==> config.mk <==
export PLATFORM = sky130hd
export DESIGN_NAME = seven_seg_scanner
export DESIGN_NICKNAME = d
export VERILOG_FILES = /design/src/rtl/seven_seg_scanner.sv
export SDC_FILE = /design/constraint.sdc
export NUM_CORES = 1
export LEC_CHECK = 0
export ABC_CLOCK_PERIOD_IN_PS = 2400
export CORE_ASPECT_RATIO = 1.5
export CORE_MARGIN = 1.5
export CORE_UTILIZATION = 51
export CTS_BUF_LIST = sky130_fd_sc_hd__clkbuf_4 sky130_fd_sc_hd__clkbuf_8
export DETAILED_ROUTE_END_ITERATION = 8
export GPL_TIMING_DRIVEN = 0
export PLACE_DENSITY_LB_ADDON = 0.12
export REMOVE_ABC_BUFFERS = 1
export SETUP_SLACK_MARGIN = 0.02
export SLEW_MARGIN = 25
export SYNTH_ARGS = -nofsm -noshare
export SYNTH_HDL_FRONTEND = slang
export SYNTH_SLANG_ARGS = --single-unit
==> constraint.sdc <==
create_clock -name i_clk -period 2.4 [get_ports i_clk]
set_input_delay 0.72 -clock i_clk [delete_from_list [all_inputs] [get_ports i_clk]]
set_output_delay 0.72 -clock i_clk [all_outputs]
set_load 0.03 [all_outputs]
==> src/rtl/seven_seg_scanner.sv <==
// Multiplexed common-anode 7-segment scanner: frame-synchronous latching, leading-zero
// blanking, per-digit decimal points, 16-step PWM brightness and whole-display blink.
module seven_seg_scanner #(
  parameter int NUM_DIGITS   = 4,
  parameter int REFRESH_DIV  = 25000,
  parameter int BLINK_FRAMES = 64
) (
  input  logic                    i_clk,
  input  logic                    i_rst_n,
  input  logic [4*NUM_DIGITS-1:0] i_display_value,
  input  logic [NUM_DIGITS-1:0]   i_dp_in,
  input  logic                    i_blank_lz,
  input  logic                    i_blink_en,
  input  logic [3:0]              i_brightness,
  output logic [NUM_DIGITS-1:0]   o_an,
  output logic [6:0]              o_seg,
  output logic                    o_dp,
  output logic                    o_frame_tick
);

  localparam int PW = (REFRESH_DIV > 1) ? $clog2(REFRESH_DIV) : 1;
  localparam int IW = $clog2(NUM_DIGITS);
  localparam int BW = (BLINK_FRAMES > 1) ? $clog2(BLINK_FRAMES) : 1;
  localparam logic [PW-1:0] PRESC_MAX = PW'(REFRESH_DIV - 1);
  localparam logic [IW-1:0] IDX_MAX   = IW'(NUM_DIGITS - 1);
  localparam logic [BW-1:0] BLINK_MAX = BW'(BLINK_FRAMES - 1);

  // Active-low hex decode, bit order {g,f,e,d,c,b,a}.
  function automatic logic [6:0] hex7(input logic [3:0] n);
    case (n)
      4'h0: hex7 = 7'h40;  4'h1: hex7 = 7'h79;  4'h2: hex7 = 7'h24;  4'h3: hex7 = 7'h30;
      4'h4: hex7 = 7'h19;  4'h5: hex7 = 7'h12;  4'h6: hex7 = 7'h02;  4'h7: hex7 = 7'h78;
      4'h8: hex7 = 7'h00;  4'h9: hex7 = 7'h10;  4'hA: hex7 = 7'h08;  4'hB: hex7 = 7'h03;
      4'hC: hex7 = 7'h46;  4'hD: hex7 = 7'h21;  4'hE: hex7 = 7'h06;  4'hF: hex7 = 7'h0E;
      default: hex7 = 7'h7F;
    endcase
  endfunction

  logic [PW-1:0]           r_presc;
  logic [3:0]              r_sub;
  logic [IW-1:0]           r_idx;
  logic [BW-1:0]           r_bcnt;
  logic                    r_bphase;
  logic [4*NUM_DIGITS-1:0] r_value;
  logic [NUM_DIGITS-1:0]   r_dp_l;
  logic                    r_blank_lz;
  logic [NUM_DIGITS-1:0]   r_an;
  logic [6:0]              r_seg;
  logic                    r_dp;
  logic                    r_frame_tick;

  logic                    w_presc_wrap;
  logic                    w_sub_wrap;
  logic                    w_frame_end;
  logic [NUM_DIGITS-1:0]   w_blank;
  logic                    w_zero_run;
  logic [3:0]              w_nib;
  logic [NUM_DIGITS-1:0]   w_onehot;
  logic                    w_lit;

  assign w_presc_wrap = (r_presc == PRESC_MAX);
  assign w_sub_wrap   = w_presc_wrap && (r_sub == 4'hF);
  assign w_frame_end  = w_sub_wrap && (r_idx == IDX_MAX);

  // A digit is a leading zero when it and every higher latched nibble are zero.
  always_comb begin
    w_blank    = {NUM_DIGITS{1'b0}};
    w_zero_run = 1'b1;
    for (int k = NUM_DIGITS - 1; k >= 1; k--) begin
      w_zero_run = w_zero_run & (r_value[4*k +: 4] == 4'h0);
      w_blank[k] = r_blank_lz & w_zero_run;
    end
  end

  assign w_nib    = r_value[{r_idx, 2'b00} +: 4];
  assign w_onehot = {{(NUM_DIGITS-1){1'b0}}, 1'b1} << r_idx;
  assign w_lit    = (~i_blink_en | ~r_bphase) & ~w_blank[r_idx] & (r_sub <= i_brightness);

  // Scan counters, frame-start latching and blink phase.
  always_ff @(posedge i_clk or negedge i_rst_n) begin
    if (!i_rst_n) begin
      r_presc      <= {PW{1'b0}};
      r_sub        <= 4'h0;
      r_idx        <= {IW{1'b0}};
      r_bcnt       <= {BW{1'b0}};
      r_bphase     <= 1'b0;
      r_value      <= {(4*NUM_DIGITS){1'b0}};
      r_dp_l       <= {NUM_DIGITS{1'b0}};
      r_blank_lz   <= 1'b0;
      r_frame_tick <= 1'b0;
    end else begin
      r_presc      <= w_presc_wrap ? {PW{1'b0}} : r_presc + 1'b1;
      r_frame_tick <= w_frame_end;
      if (w_presc_wrap) begin
        r_sub <= r_sub + 4'h1;
      end else begin
        r_sub <= r_sub;
      end
      if (w_sub_wrap) begin
        r_idx <= w_frame_end ? {IW{1'b0}} : r_idx + 1'b1;
      end else begin
        r_idx <= r_idx;
      end
      // Inputs are captured only at the frame boundary so a frame never tears.
      if (w_frame_end) begin
        r_value    <= i_display_value;
        r_dp_l     <= i_dp_in;
        r_blank_lz <= i_blank_lz;
      end else begin
        r_value    <= r_value;
        r_dp_l     <= r_dp_l;
        r_blank_lz <= r_blank_lz;
      end
      if (!i_blink_en) begin
        r_bcnt   <= {BW{1'b0}};
        r_bphase <= 1'b0;
      end else if (w_frame_end) begin
        if (r_bcnt == BLINK_MAX) begin
          r_bcnt   <= {BW{1'b0}};
          r_bphase <= ~r_bphase;
        end else begin
          r_bcnt   <= r_bcnt + 1'b1;
          r_bphase <= r_bphase;
        end
      end else begin
        r_bcnt   <= r_bcnt;
        r_bphase <= r_bphase;
      end
    end
  end

  // Registered pin drive; a dark slot forces segments and point off too.
  always_ff @(posedge i_clk or negedge i_rst_n) begin
    if (!i_rst_n) begin
      r_an  <= {NUM_DIGITS{1'b1}};
      r_seg <= 7'h7F;
      r_dp  <= 1'b1;
    end else if (w_lit) begin
      r_an  <= ~w_onehot;
      r_seg <= hex7(w_nib);
      r_dp  <= ~r_dp_l[r_idx];
    end else begin
      r_an  <= {NUM_DIGITS{1'b1}};
      r_seg <= 7'h7F;
      r_dp  <= 1'b1;
    end
  end

  assign o_an         = r_an;
  assign o_seg        = r_seg;
  assign o_dp         = r_dp;
  assign o_frame_tick = r_frame_tick;

endmodule

==> metrics.md <==
| Metric | Value |
|---|---|
| Final Util | around 65% |
| Max FO, Critical Path | 14 |
| Multi-input gate area | ~1400 um^2 |
| Most frequent cell after synthesis | nand2_1 |
| DRT Wirelength | approximately 5.7 mm |
| Clk pwr share | approximately 43% |
| Crit path cell chain | or4b_1 > nor4_4 > nand2_4 > or3_1 > a21boi_1 |
| Area growth syn-to-layout | 24.37% |
| Distinct cells, synth | 44 |
| Antenna violations before repair | 0 |
| Synthesis Warnings | 0 |
| H-tree depth | 3 |
| Via count | ~2,200 |
| Number of buffers created by CTS | 9 |
| Crit end category | flop |
| Synth top cells by count | nand2_1, dfrtp_1, ha_1, nand3_1, dfstp_2 |
| Leak | 0.001708 uW |
| Clock buffer depth | 2 |
| Die area | between 6000 and 7000 um^2 |
| Cell Area, Placed | roughly 3500 um^2 |
| Fin area | about 3800 um^2 |
| Async SR Flop Fraction | 100.0% |
| Io pins | 41 |
| Synth top area share | between 40 and 50% |
| Largest net degree at the start of global routing | between 40 and 50 |
| Worst hold path type | primary input to asynchronous set/reset pin |
| Std-Cell Core Area | between 5000 and 6000 um^2 |
| Critical Path Start Type | flop |
| Root buffer cell | clkbuf_8 |
| Final hold vios | 0 |
| Register area share after synthesis | between 50% and 60% |
| Primary FF master, synth | dfrtp_1 |
| Register area | approximately 1600 um^2 |
| Worst skew pair latency | between 300 and 400 ps |
| Post-DP HPWL | 3.905 mm |
| GPL Wtd Cong | roughly 0.77 |
| Starting density of the core | between 50% and 60% |
| Power Density | 531.7 nW/um^2 |
| Setup TNS | 0 ps |
| Area of the mapped netlist | approximately 3000 um^2 |
| N_diodes | 0 |
| Rows | 34 |
| NetSw | 411.6 uW |
| Die X | 66.03 um |
| Worst slew pin tran | approximately 480 ps |
| Max-slew violations | 0 |
| WHS | between 200 and 250 ps |
| Top Family by Delay on Critical Path | simple AND/OR/NAND/NOR gates |
| Filler cells | 476 |
| CP required | 2660 ps |
| Clock Skew | around 14 ps |
| Final min period | roughly 2300 ps |
| Status | completed |
| DRT iter0 DRCs | between 100 and 150 |
| CP max stage cell | or4b_1 |
| Layout cells sized above 1 | ~13% |
| Bufs and invs on worst path | 0 |
| ANT nets after route | 0 |
| Number of synthesized flops with an enable pin | 0 |
| Grt total ovfl | 0 |
| RSZ-0062 raised after global routing | true |
| Max cap viols | 0 |
| Ranking of synthesized cells by area | dfrtp_1, nand2_1, dfstp_2, ha_1, mux4_2 |
| First-pass GRT wire length | ~9.6 mm |
| Clock Pin Slew Worst Setup and Hold Paths | around 70 ps |
| Logic pwr share | 4.7% |
| Fin nets | 390 |
| Syn Area/Cell | around 10 um^2 |
| Cells after Synth | around 300 |
| DR vias/cell | 5.249 |
| Pint | roughly 1600 uW |
| Drt wl/cell | 13.39 um |
| Die height | slightly below 100 um |
| Clk sinks | 62 |
| Vias in the first global route | 2,222 |
| Worst IR Drop VDD | about 350 uV |
| CP Class | flop to flop |
| Sequential Power Share | approximately 52% |
| DR pass1 iterations | 4 |
| CP Data Arrival Time | 2530 ps |
| CP peak stage delay | between 500 and 600 ps |
| Gr usage total | 19.28% |
| Register bit total from synthesis | 62 |
| Largest area contributor in the netlist | dfrtp_1 |
| I/O Buffers | 40 |
| Max Fclk | 440.5 MHz |
| Final period util | 94.58% |
| Remaining DRCs | 0 |
| CTS tree | built |
| Sw Share | between 20 and 25% |
| Final setup fails | 0 |
| Max-slew headroom | 68.27% |
[area by class of cell]
type	instances	area share, %
Timing Repair Buffer	45	12.38
Clock inverter	1	0.1324
Multi-Input combinational cell	215	37.37
Sequential cell	62	41.44
Clock buffer	15	4.965
Tap cell	72	2.383
Inverter	12	1.324
[power by group through the flow]
stage | Clock, uW | Combinational (uW) | Sequential (uW)
after floorplan | 0 | 8.89 | 1080
after CTS | 883 | 97.3 | 1050
final | 864 | 94.8 | 1050
after detailed placement | 0 | 93.1 | 1070
after global routing | 929 | 105 | 1050
after global placement | 0 | 86.5 | 1070
[layer usage]
layer	track usage [%]	part of all wire [%]	wire, um	vias up
met5	0	0	0	-
met4	10.52	2.1	119	0
met3	3.592	3.0	172	14
met2	31.62	51	2876	45
met1	23.47	44	2481	1057
li1	-	-	-	1099
[cells in the final DEF, fill, tap and decap left out, types with 2 or more instances in the layout]
cell type | netlist | routed
a21boi_1 | 3 | 3
a21oi_1 | 5 | 5
and2_1 | 2 | 2
and3_1 | 4 | 4
and4_1 | 3 | 3
buf_4 | 0 | 4
clkbuf_4 | 0 | 3
clkbuf_8 | 0 | 12
clkdlybuf4s50_1 | 0 | 39
dfrtp_1 | 50 | 50
dfstp_2 | 12 | 12
ha_1 | 17 | 17
inv_1 | 11 | 11
mux2_2 | 3 | 3
mux2i_1 | 2 | 2
mux4_2 | 5 | 5
nand2_1 | 86 | 86
nand2b_1 | 4 | 4
nand3_1 | 13 | 13
nand4_1 | 5 | 5
nor2_1 | 11 | 11
nor3_1 | 2 | 2
nor4_1 | 4 | 4
o211ai_1 | 3 | 3
o21ai_0 | 4 | 4
o221ai_1 | 2 | 2
or3_1 | 2 | 2
xnor2_1 | 11 | 11
xor2_1 | 7 | 7
[flip-flops by register name, indices dropped and copies added (netlist names)]
register / cells
r_idx: 2
r_presc: 15
r_blank_lz: 1
r_dp_l: 4
r_bphase: 1
o_seg: 7
r_bcnt: 6
r_value: 16
o_dp: 1
o_frame_tick: 1
r_sub: 4
o_an: 4
[stage by stage]
step           total power, uW  instances  setup slack [ps]
2_1_floorplan             1085        288            -210.3
3_3_place_gp              1156        400             -1346
3_5_place_dp              1163        401            -704.3
4_1_cts                   2031        420             65.16
5_1_grt                   2085        422            -9.882
6_report                  2010        422             130.0
[worst register-to-register path, cell delays in order (launching register included)]
cell and delay [ps]:
dfrtp_1 430, or4b_1 590, nor4_4 440, nand2_4 210
or3_1 380, a21boi_1 140
[final timing paths]
path | depth (start not counted) | end | start | slack, ps
max | 5 | r_bphase | r_presc[3] | 130
min reg2reg | 2 | r_dp_l[3] | r_dp_l[3] | 470
max in group asynchronous | 2 | o_dp | i_rst_n | 1610
min in group i_clk | 2 | r_dp_l[3] | r_dp_l[3] | 470
max reg2reg | 5 | r_bphase | r_presc[3] | 130
min | 1 | r_presc[9] | i_rst_n | 240
[cells by family (layout without fill, tap and decap cells)]
group	after synthesis	in the layout	share of synthesized area, %
adder cells (fa/ha/maj)	17	17	6.999
XOR/XNOR	18	18	5.187
flip-flops	62	62	51.54
buffers and inverters	21	73	2.758
multiplexers	10	10	5.476
AO/OA/AOI/OAI	23	23	5.064
AND/OR/NAND/NOR	146	147	22.97
[repair_timing]
action	CTS	global route
pin swaps	2	2
hold buffers	0	0
resized for setup	2	1
buffers inserted	3	1
cloned	0	1
setup endpoints to repair	44	5
No activity file was read; power rests on OpenSTA's default activity.
